**config.mk**
```make
export PLATFORM = sky130hd
export DESIGN_NAME = johnson_decoder
export DESIGN_NICKNAME = d
export VERILOG_FILES = /design/src/rtl/johnson_pkg.sv /design/src/rtl/johnson_decoder_word_check.sv /design/src/rtl/johnson_decoder.sv
export SDC_FILE = /design/constraint.sdc
export NUM_CORES = 1
export LEC_CHECK = 0
export BUFFER_PORTS_ARGS = -buffer_cell sky130_fd_sc_hd__buf_2
export CAP_MARGIN = 20
export CELL_PAD_IN_SITES_DETAIL_PLACEMENT = 0
export CELL_PAD_IN_SITES_GLOBAL_PLACEMENT = 1
export CORE_UTILIZATION = 35
export CTS_CLUSTER_DIAMETER = 40
export DETAILED_ROUTE_END_ITERATION = 16
export PLACE_DENSITY = 0.67
export SLEW_MARGIN = 10
export SYNTH_ARGS = -nofsm -noshare
export SYNTH_HDL_FRONTEND = slang
export SYNTH_SLANG_ARGS = --single-unit
export TNS_END_PERCENT = 100
```
**constraint.sdc**
```tcl
create_clock -name clk -period 6.54 [get_ports clk]
set_input_delay 1.308 -clock clk [delete_from_list [all_inputs] [get_ports clk]]
set_output_delay 1.308 -clock clk [all_outputs]
set_load 0.1 [all_outputs]
```
**src/rtl/johnson_pkg.sv**
```systemverilog
// Shared types and helpers for Johnson (twisted-ring) code consumers.
// Helpers take a zero-extended word plus its real width so any WIDTH up to JC_MAX_W can share them.
package johnson_pkg;

  typedef enum logic [1:0] {
    UNLOCKED = 2'd0,
    ARMED    = 2'd1,
    LOCKED   = 2'd2
  } state_e;

  typedef enum logic [1:0] {
    HOLD = 2'd0,
    FWD  = 2'd1,
    BWD  = 2'd2,
    JUMP = 2'd3
  } step_e;

  localparam int unsigned JC_MAX_W = 32;

  // A Johnson word has at most one boundary between its run of ones and its run of zeros.
  function automatic logic jc_legal(input logic [JC_MAX_W-1:0] word,
                                    input int unsigned          width);
    int unsigned edges;
    edges = 0;
    for (int unsigned i = 0; i < JC_MAX_W - 1; i++) begin
      if ((i + 1 < width) && (word[i] != word[i+1])) edges++;
    end
    return (edges <= 1);
  endfunction

  function automatic int unsigned jc_to_idx(input logic [JC_MAX_W-1:0] word,
                                            input int unsigned          width);
    int unsigned ones;
    logic        msb;
    ones = 0;
    msb  = 1'b0;
    for (int unsigned i = 0; i < JC_MAX_W; i++) begin
      if (i < width && word[i]) ones++;
      if (i == width - 1)       msb = word[i];
    end
    if (msb) return (2 * width - ones) % (2 * width);
    return ones;
  endfunction

endpackage

```
**src/rtl/johnson_decoder_word_check.sv**
```systemverilog
// Combinational legality check and index decode of one WIDTH-bit Johnson word.
// Module name johnson_word_check; reusable by any Johnson consumer.
module johnson_word_check
  import johnson_pkg::*;
#(
  parameter  int WIDTH = 4,
  localparam int IDX_W = $clog2(2 * WIDTH)
) (
  input  logic [WIDTH-1:0] i_jc,
  output logic             o_legal,
  output logic [IDX_W-1:0] o_idx
);

  logic [JC_MAX_W-1:0] w_word;

  assign w_word  = JC_MAX_W'(i_jc);
  assign o_legal = jc_legal(w_word, WIDTH);
  assign o_idx   = IDX_W'(jc_to_idx(w_word, WIDTH));

endmodule

```
**src/rtl/johnson_decoder.sv**
```systemverilog
// Johnson code receiver: decode, legality flag, sequence-lock tracker and saturating error counter.
// Build option: define JOHNSON_DEC_BIDIR_EN to accept backward steps and report direction on dir.
module johnson_decoder
  import johnson_pkg::*;
#(
  parameter  int WIDTH     = 4,
  parameter  int ERR_CNT_W = 8,
  localparam int IDX_W     = $clog2(2 * WIDTH)
) (
  input  logic                 clk,
  input  logic                 clr,
  input  logic                 in_valid,
  input  logic [WIDTH-1:0]     jc_in,
  output logic [IDX_W-1:0]     idx_out,
  output logic                 idx_valid,
  output logic                 illegal,
  output logic                 seq_err,
  output logic                 locked,
  output logic                 dir,
  output logic [ERR_CNT_W-1:0] err_count
);

  localparam logic [IDX_W-1:0]     IDX_LAST = IDX_W'(2 * WIDTH - 1);
  localparam logic [IDX_W-1:0]     IDX_ONE  = IDX_W'(1);
  localparam logic [ERR_CNT_W-1:0] ERR_ONE  = ERR_CNT_W'(1);

  logic                 w_legal;
  logic [IDX_W-1:0]     w_idx;
  logic [IDX_W-1:0]     w_idx_fwd;
  logic [IDX_W-1:0]     w_idx_bwd;
  step_e                w_step;
  logic                 w_in_seq;
  logic                 w_take_legal;
  logic                 w_take_illegal;
  state_e               w_state_nxt;
  logic                 w_seq_err_nxt;
  logic                 w_dir_nxt;

  state_e               r_state;
  logic [IDX_W-1:0]     r_idx;
  logic                 r_idx_valid;
  logic                 r_illegal;
  logic                 r_seq_err;
  logic                 r_dir;
  logic [ERR_CNT_W-1:0] r_err_count;

  johnson_word_check #(.WIDTH(WIDTH)) u_word_check (
    .i_jc    (jc_in),
    .o_legal (w_legal),
    .o_idx   (w_idx)
  );

  assign w_take_legal   = in_valid &  w_legal;
  assign w_take_illegal = in_valid & ~w_legal;

  // Neighbours of the previous index on the 2*WIDTH ring, so the wrap counts as a single step.
  always_comb begin
    w_idx_fwd = (r_idx == IDX_LAST) ? '0 : r_idx + IDX_ONE;
    w_idx_bwd = (r_idx == '0) ? IDX_LAST : r_idx - IDX_ONE;
    if (w_idx == r_idx)          w_step = HOLD;
    else if (w_idx == w_idx_fwd) w_step = FWD;
    else if (w_idx == w_idx_bwd) w_step = BWD;
    else                         w_step = JUMP;
  end

`ifdef JOHNSON_DEC_BIDIR_EN
  assign w_in_seq = (w_step == FWD) || (w_step == BWD);
`else
  assign w_in_seq = (w_step == FWD);
`endif

  // NOTE: every signal assigned here gets a default first, so no path leaves one unassigned and no latch is inferred.
  always_comb begin
    w_state_nxt   = r_state;
    w_seq_err_nxt = 1'b0;
    w_dir_nxt     = r_dir;

    if (w_take_illegal) begin
      w_state_nxt = UNLOCKED;
    end else if (w_take_legal) begin
      unique case (r_state)
        UNLOCKED: w_state_nxt = ARMED;
        ARMED: begin
          if (w_in_seq) w_state_nxt = LOCKED;
        end
        LOCKED: begin
          if (!w_in_seq && (w_step != HOLD)) begin
            w_seq_err_nxt = 1'b1;
            w_state_nxt   = ARMED;
          end
        end
        default: w_state_nxt = UNLOCKED;
      endcase
    end

`ifdef JOHNSON_DEC_BIDIR_EN
    if (w_take_legal && (r_state != UNLOCKED)) begin
      if (w_step == FWD)      w_dir_nxt = 1'b0;
      else if (w_step == BWD) w_dir_nxt = 1'b1;
    end
`else
    w_dir_nxt = 1'b0;
`endif
  end

  // NOTE: state uses non-blocking assignments so every flop samples pre-edge values regardless of block order.
  always_ff @(posedge clk or posedge clr) begin
    if (clr) begin
      r_state     <= UNLOCKED;
      r_idx       <= '0;
      r_idx_valid <= 1'b0;
      r_illegal   <= 1'b0;
      r_seq_err   <= 1'b0;
      r_dir       <= 1'b0;
      r_err_count <= '0;
    end else begin
      r_state     <= w_state_nxt;
      r_idx_valid <= w_take_legal;
      r_illegal   <= w_take_illegal;
      r_seq_err   <= w_seq_err_nxt;
      r_dir       <= w_dir_nxt;
      if (w_take_legal) r_idx <= w_idx;
      if ((w_take_illegal || w_seq_err_nxt) && (r_err_count != '1))
        r_err_count <= r_err_count + ERR_ONE;
    end
  end

  assign idx_out   = r_idx;
  assign idx_valid = r_idx_valid;
  assign illegal   = r_illegal;
  assign seq_err   = r_seq_err;
  assign locked    = (r_state == LOCKED);
  assign dir       = r_dir;
  assign err_count = r_err_count;

endmodule

```
==> results.py <==
metrics = {
    "timing": {
        "report.final.slew_viol_count": 0,
        "clock-skew-final_ns": 0.00141,
        "finalSetupViolations": 0,
        "fin_tns_setup_ns": 0,
        "finalWorstSetupSlack_ns": 2.48,
        "hold_viol_final": 0,
        "fin_crit_ns": 4.06,
        "rsz0062_at_grt": "no",
        "fin_crit_sh_pct": 62.1,
        "worst_slew_pin_slew_ns": 0.612,
        "max_freq_mhz": 246,
        "maxSlewHeadroom_pct": 59.1,
    },
    "route": {
        "post_drt_wl_per_cell_um": 11.6,
        "route.antenna.remaining_nets": 0,
        "wl_um": 2240,
        "via_count": 954,
        "vias_per_cell": 4.94,
        "drt_pass1_iterations": 4,
        "drc": 0,
        "drt_iter0_markers": 42,
    },
    "critical_path": {
        "r2r_start": "idx_out[1]",
        "critPathMaxStageDelay_ns": 0.40,
        "cp.arrival_ns": 4.23,
        "startpoint": "jc_in[1]",
        "reg2reg_slack_ns": 4.05,
        "reg2reg_depth": 9,
        "critPathMaxFanout": 8,
        "end_kind": "flip-flop",
        "start_kind": "input pin",
        "timing.rr.end": "err_count[1]",
        "crit_top_cell": "ha_1",
        "crit_required_ns": 6.71,
        "cp_cell_sequence": "buf_2, inv_1, ha_1, xor2_2, ha_1, nor4bb_1, nor4_2, o21ai_1, a21oi_2, xnor2_1, o221a_4, o21ai_4, mux2_1",
        "crit_path_top_delay_cell": "ha_1",
        "path_class": "in2reg",
    },
    "global_routing": {
        "grt_max_degree": 17,
        "grt_usage_pct": 14.2,
        "antenna_found_initial": 0,
        "grt_pass1_wl_um": 3890,
        "first_global_vias": 849,
        "overflow": 0,
    },
    "floorplan": {
        "die_area_mm2": 0.00367,
        "initial_core_util_pct": 38.1,
        "die-height_um": 60.6,
        "die_x_um": 60.6,
        "ios": 23,
        "core-area_mm2": 0.00315,
        "fp-row-count": 20,
    },
    "clocking": {
        "clk_latency_ns": 0.28,
        "cts-buffers-inserted": 3,
        "htree_levels": 1,
        "cts_root_buffer": "clkbuf_4",
        "clock_sinks": 16,
        "clk_pin_slew_ns": 0.09,
        "ctsLongestPathBuffers": 2,
        "postCtsResizedCells": 0,
        "cts_tree": "yes",
        "post_cts_buffers": 0,
        "ctsHoldBuffers": 0,
    },
    "worst_hold_path": {
        "whs_path_depth": 1,
        "min_delay_worst_endpoint": "err_count[7]",
        "min-delay-path-class": "reg2reg",
        "worstHoldStart": "err_count[7]",
    },
    "yosys": {
        "ys_ff_latch": 16,
        "yosysSeqAreaShare_pct": 33.3,
        "syn_inst": 127,
        "mappedNetlistArea_mm2": 0.00120,
        "syn_avg_cell_area_um2": 9.46,
        "synth_warnings": 0,
        "syn-num-nets": 144,
        "ys_types": 41,
    },
    "pwr": {
        "irDropWorstVdd_uv": 145,
        "leakagePower_uw": 0.000685,
        "powerDensity_mw_per_mm2": 418,
    },
    "outcome": {
        "outcome": "finished, final reports clean",
    },
    "layout": {
        "nFillCells": 317,
        "fin_nets": 167,
        "drive_above_1_share_pct": 20.1,
        "antennaDiodeCount": 0,
        "syn_to_final_growth_pct": 14.5,
    },
    "place": {
        "gp_congestion": 0.752,
        "port_buffers": 21,
        "place_ws_ns": 2.14,
        "dp_hpwl_um": 1800,
    },
    "run": {
        "cap_violations": 0,
    },
}
critical path, delay by kind of cell:
kind	cells	cell delay (ns)
buf+inv	2	0.19
simple gates	2	0.45
xor+xnor	2	0.46
fa+ha+maj	2	0.70
compound gates	4	0.78
mux	1	0.35
worst max path at each step:
stage                     slack (ns)            to  cells past startpoint
after floorplan                 2.53  err_count[1]                     12
after global placement          2.28  err_count[1]                     13
after detailed placement        2.14  err_count[1]                     13
after CTS                       2.45  err_count[1]                     13
after global routing            2.23  err_count[1]                     13
final                           2.48  err_count[1]                     13
registers in the layout, summed over array words and instances, names as in the netlist:
name / flops
err_count: 8
idx_out: 3
r_state: 2
idx_valid: 1
illegal: 1
seq_err: 1
where the power goes:
part           total (µW)  internal, µW  switching (µW)
registers             159           127            32.4
clock network        65.5          33.9            31.6
logic                 350          77.8             272
total                 574           239             336
synth_stat cells:
library cell | number | area share, %
buf_4 | 3 | 1.9
inv_1 | 12 | 3.7
o22a_1 | 2 | 1.5
o211ai_1 | 1 | 0.63
a31oi_1 | 1 | 0.52
and4_1 | 1 | 0.73
and4b_1 | 1 | 0.83
o22ai_1 | 1 | 0.52
o221a_4 | 1 | 1.7
o21ai_4 | 1 | 1.4
nor2b_1 | 2 | 1.0
nor4b_1 | 1 | 0.73
xor2_1 | 3 | 2.2
nor3_1 | 1 | 0.42
nand3_1 | 1 | 0.42
and2_1 | 2 | 1.0
a21oi_1 | 1 | 0.42
fa_1 | 1 | 1.7
nor4_2 | 1 | 1.0
nor2_1 | 9 | 2.8
mux2_1 | 4 | 3.7
o41ai_1 | 1 | 0.73
and3_1 | 6 | 3.1
xor2_2 | 1 | 1.4
nand2b_1 | 2 | 1.0
ha_1 | 9 | 9.4
o2111ai_1 | 1 | 0.73
a21o_1 | 1 | 0.63
xnor2_1 | 8 | 5.8
nor4_1 | 1 | 0.52
mux2i_1 | 1 | 0.83
o211a_1 | 1 | 0.83
nor4bb_1 | 2 | 1.7
conb_1 | 1 | 0.31
a211oi_1 | 2 | 1.2
o21ai_1 | 4 | 1.7
a21oi_2 | 1 | 0.73
o21a_1 | 2 | 1.2
nand2_1 | 11 | 3.4
o21ai_0 | 6 | 2.5
dfrtp_1 | 16 | 33
cell type report:
class	count	area (µm²)	area share, %
multi-input combinational	96	733	53.3
sequential	16	400	29.1
timing repair buffer	21	105	7.64
tap	44	55.1	4.00
inverter	12	45.0	3.28
clock buffer	4	36.3	2.64
cell usage in the layout, fill, tap and decap left out, types with 3 or more instances in the layout:
cell,Yosys,final
buf_2,0,21
dfrtp_1,16,16
inv_1,12,12
nand2_1,11,11
nor2_1,9,9
ha_1,9,9
xnor2_1,8,8
o21ai_0,6,6
and3_1,6,6
o21ai_1,4,4
mux2_1,4,4
xor2_1,3,3
clkbuf_4,0,3
metrics by stage:
stage	std cells	total power, µW	utilization [%]	area (µm²)	hold slack (ns)
CTS	193	580	43.6	1380	0.528
global placement	189	508	42.5	1340	0.503
detailed placement	189	512	42.5	1340	0.514
finish	193	574	43.6	1380	0.525
global route	193	611	43.6	1380	0.560
floorplan	127	453	-	1200	0.536
per-layer routing:
layer / track usage (%) / up-vias / share of wire (%)
li1: - / 487 / -
met1: 21.6 / 442 / 53
met2: 20.1 / 25 / 43
met3: 3.84 / 0 / 3.7
met4: 2.92 / 0 / 0
met5: 0 / - / 0
kinds of logic (layout without fill, tap and decap cells):
group / Yosys count / after routing / share of synthesized area [%]
DFF: 16 / 16 / 33.3
adders and majority gates: 10 / 10 / 11.0
and+or+nand+nor: 41 / 41 / 18.9
AOI/OAI and AO/OA: 27 / 27 / 16.9
xor gates and xnor gates: 12 / 12 / 9.38
muxes: 5 / 5 / 4.58
buffers and inverters: 15 / 37 / 5.62
other: 1 / 1 / 0.312
Note: power is estimated with default switching activity, not from simulation.
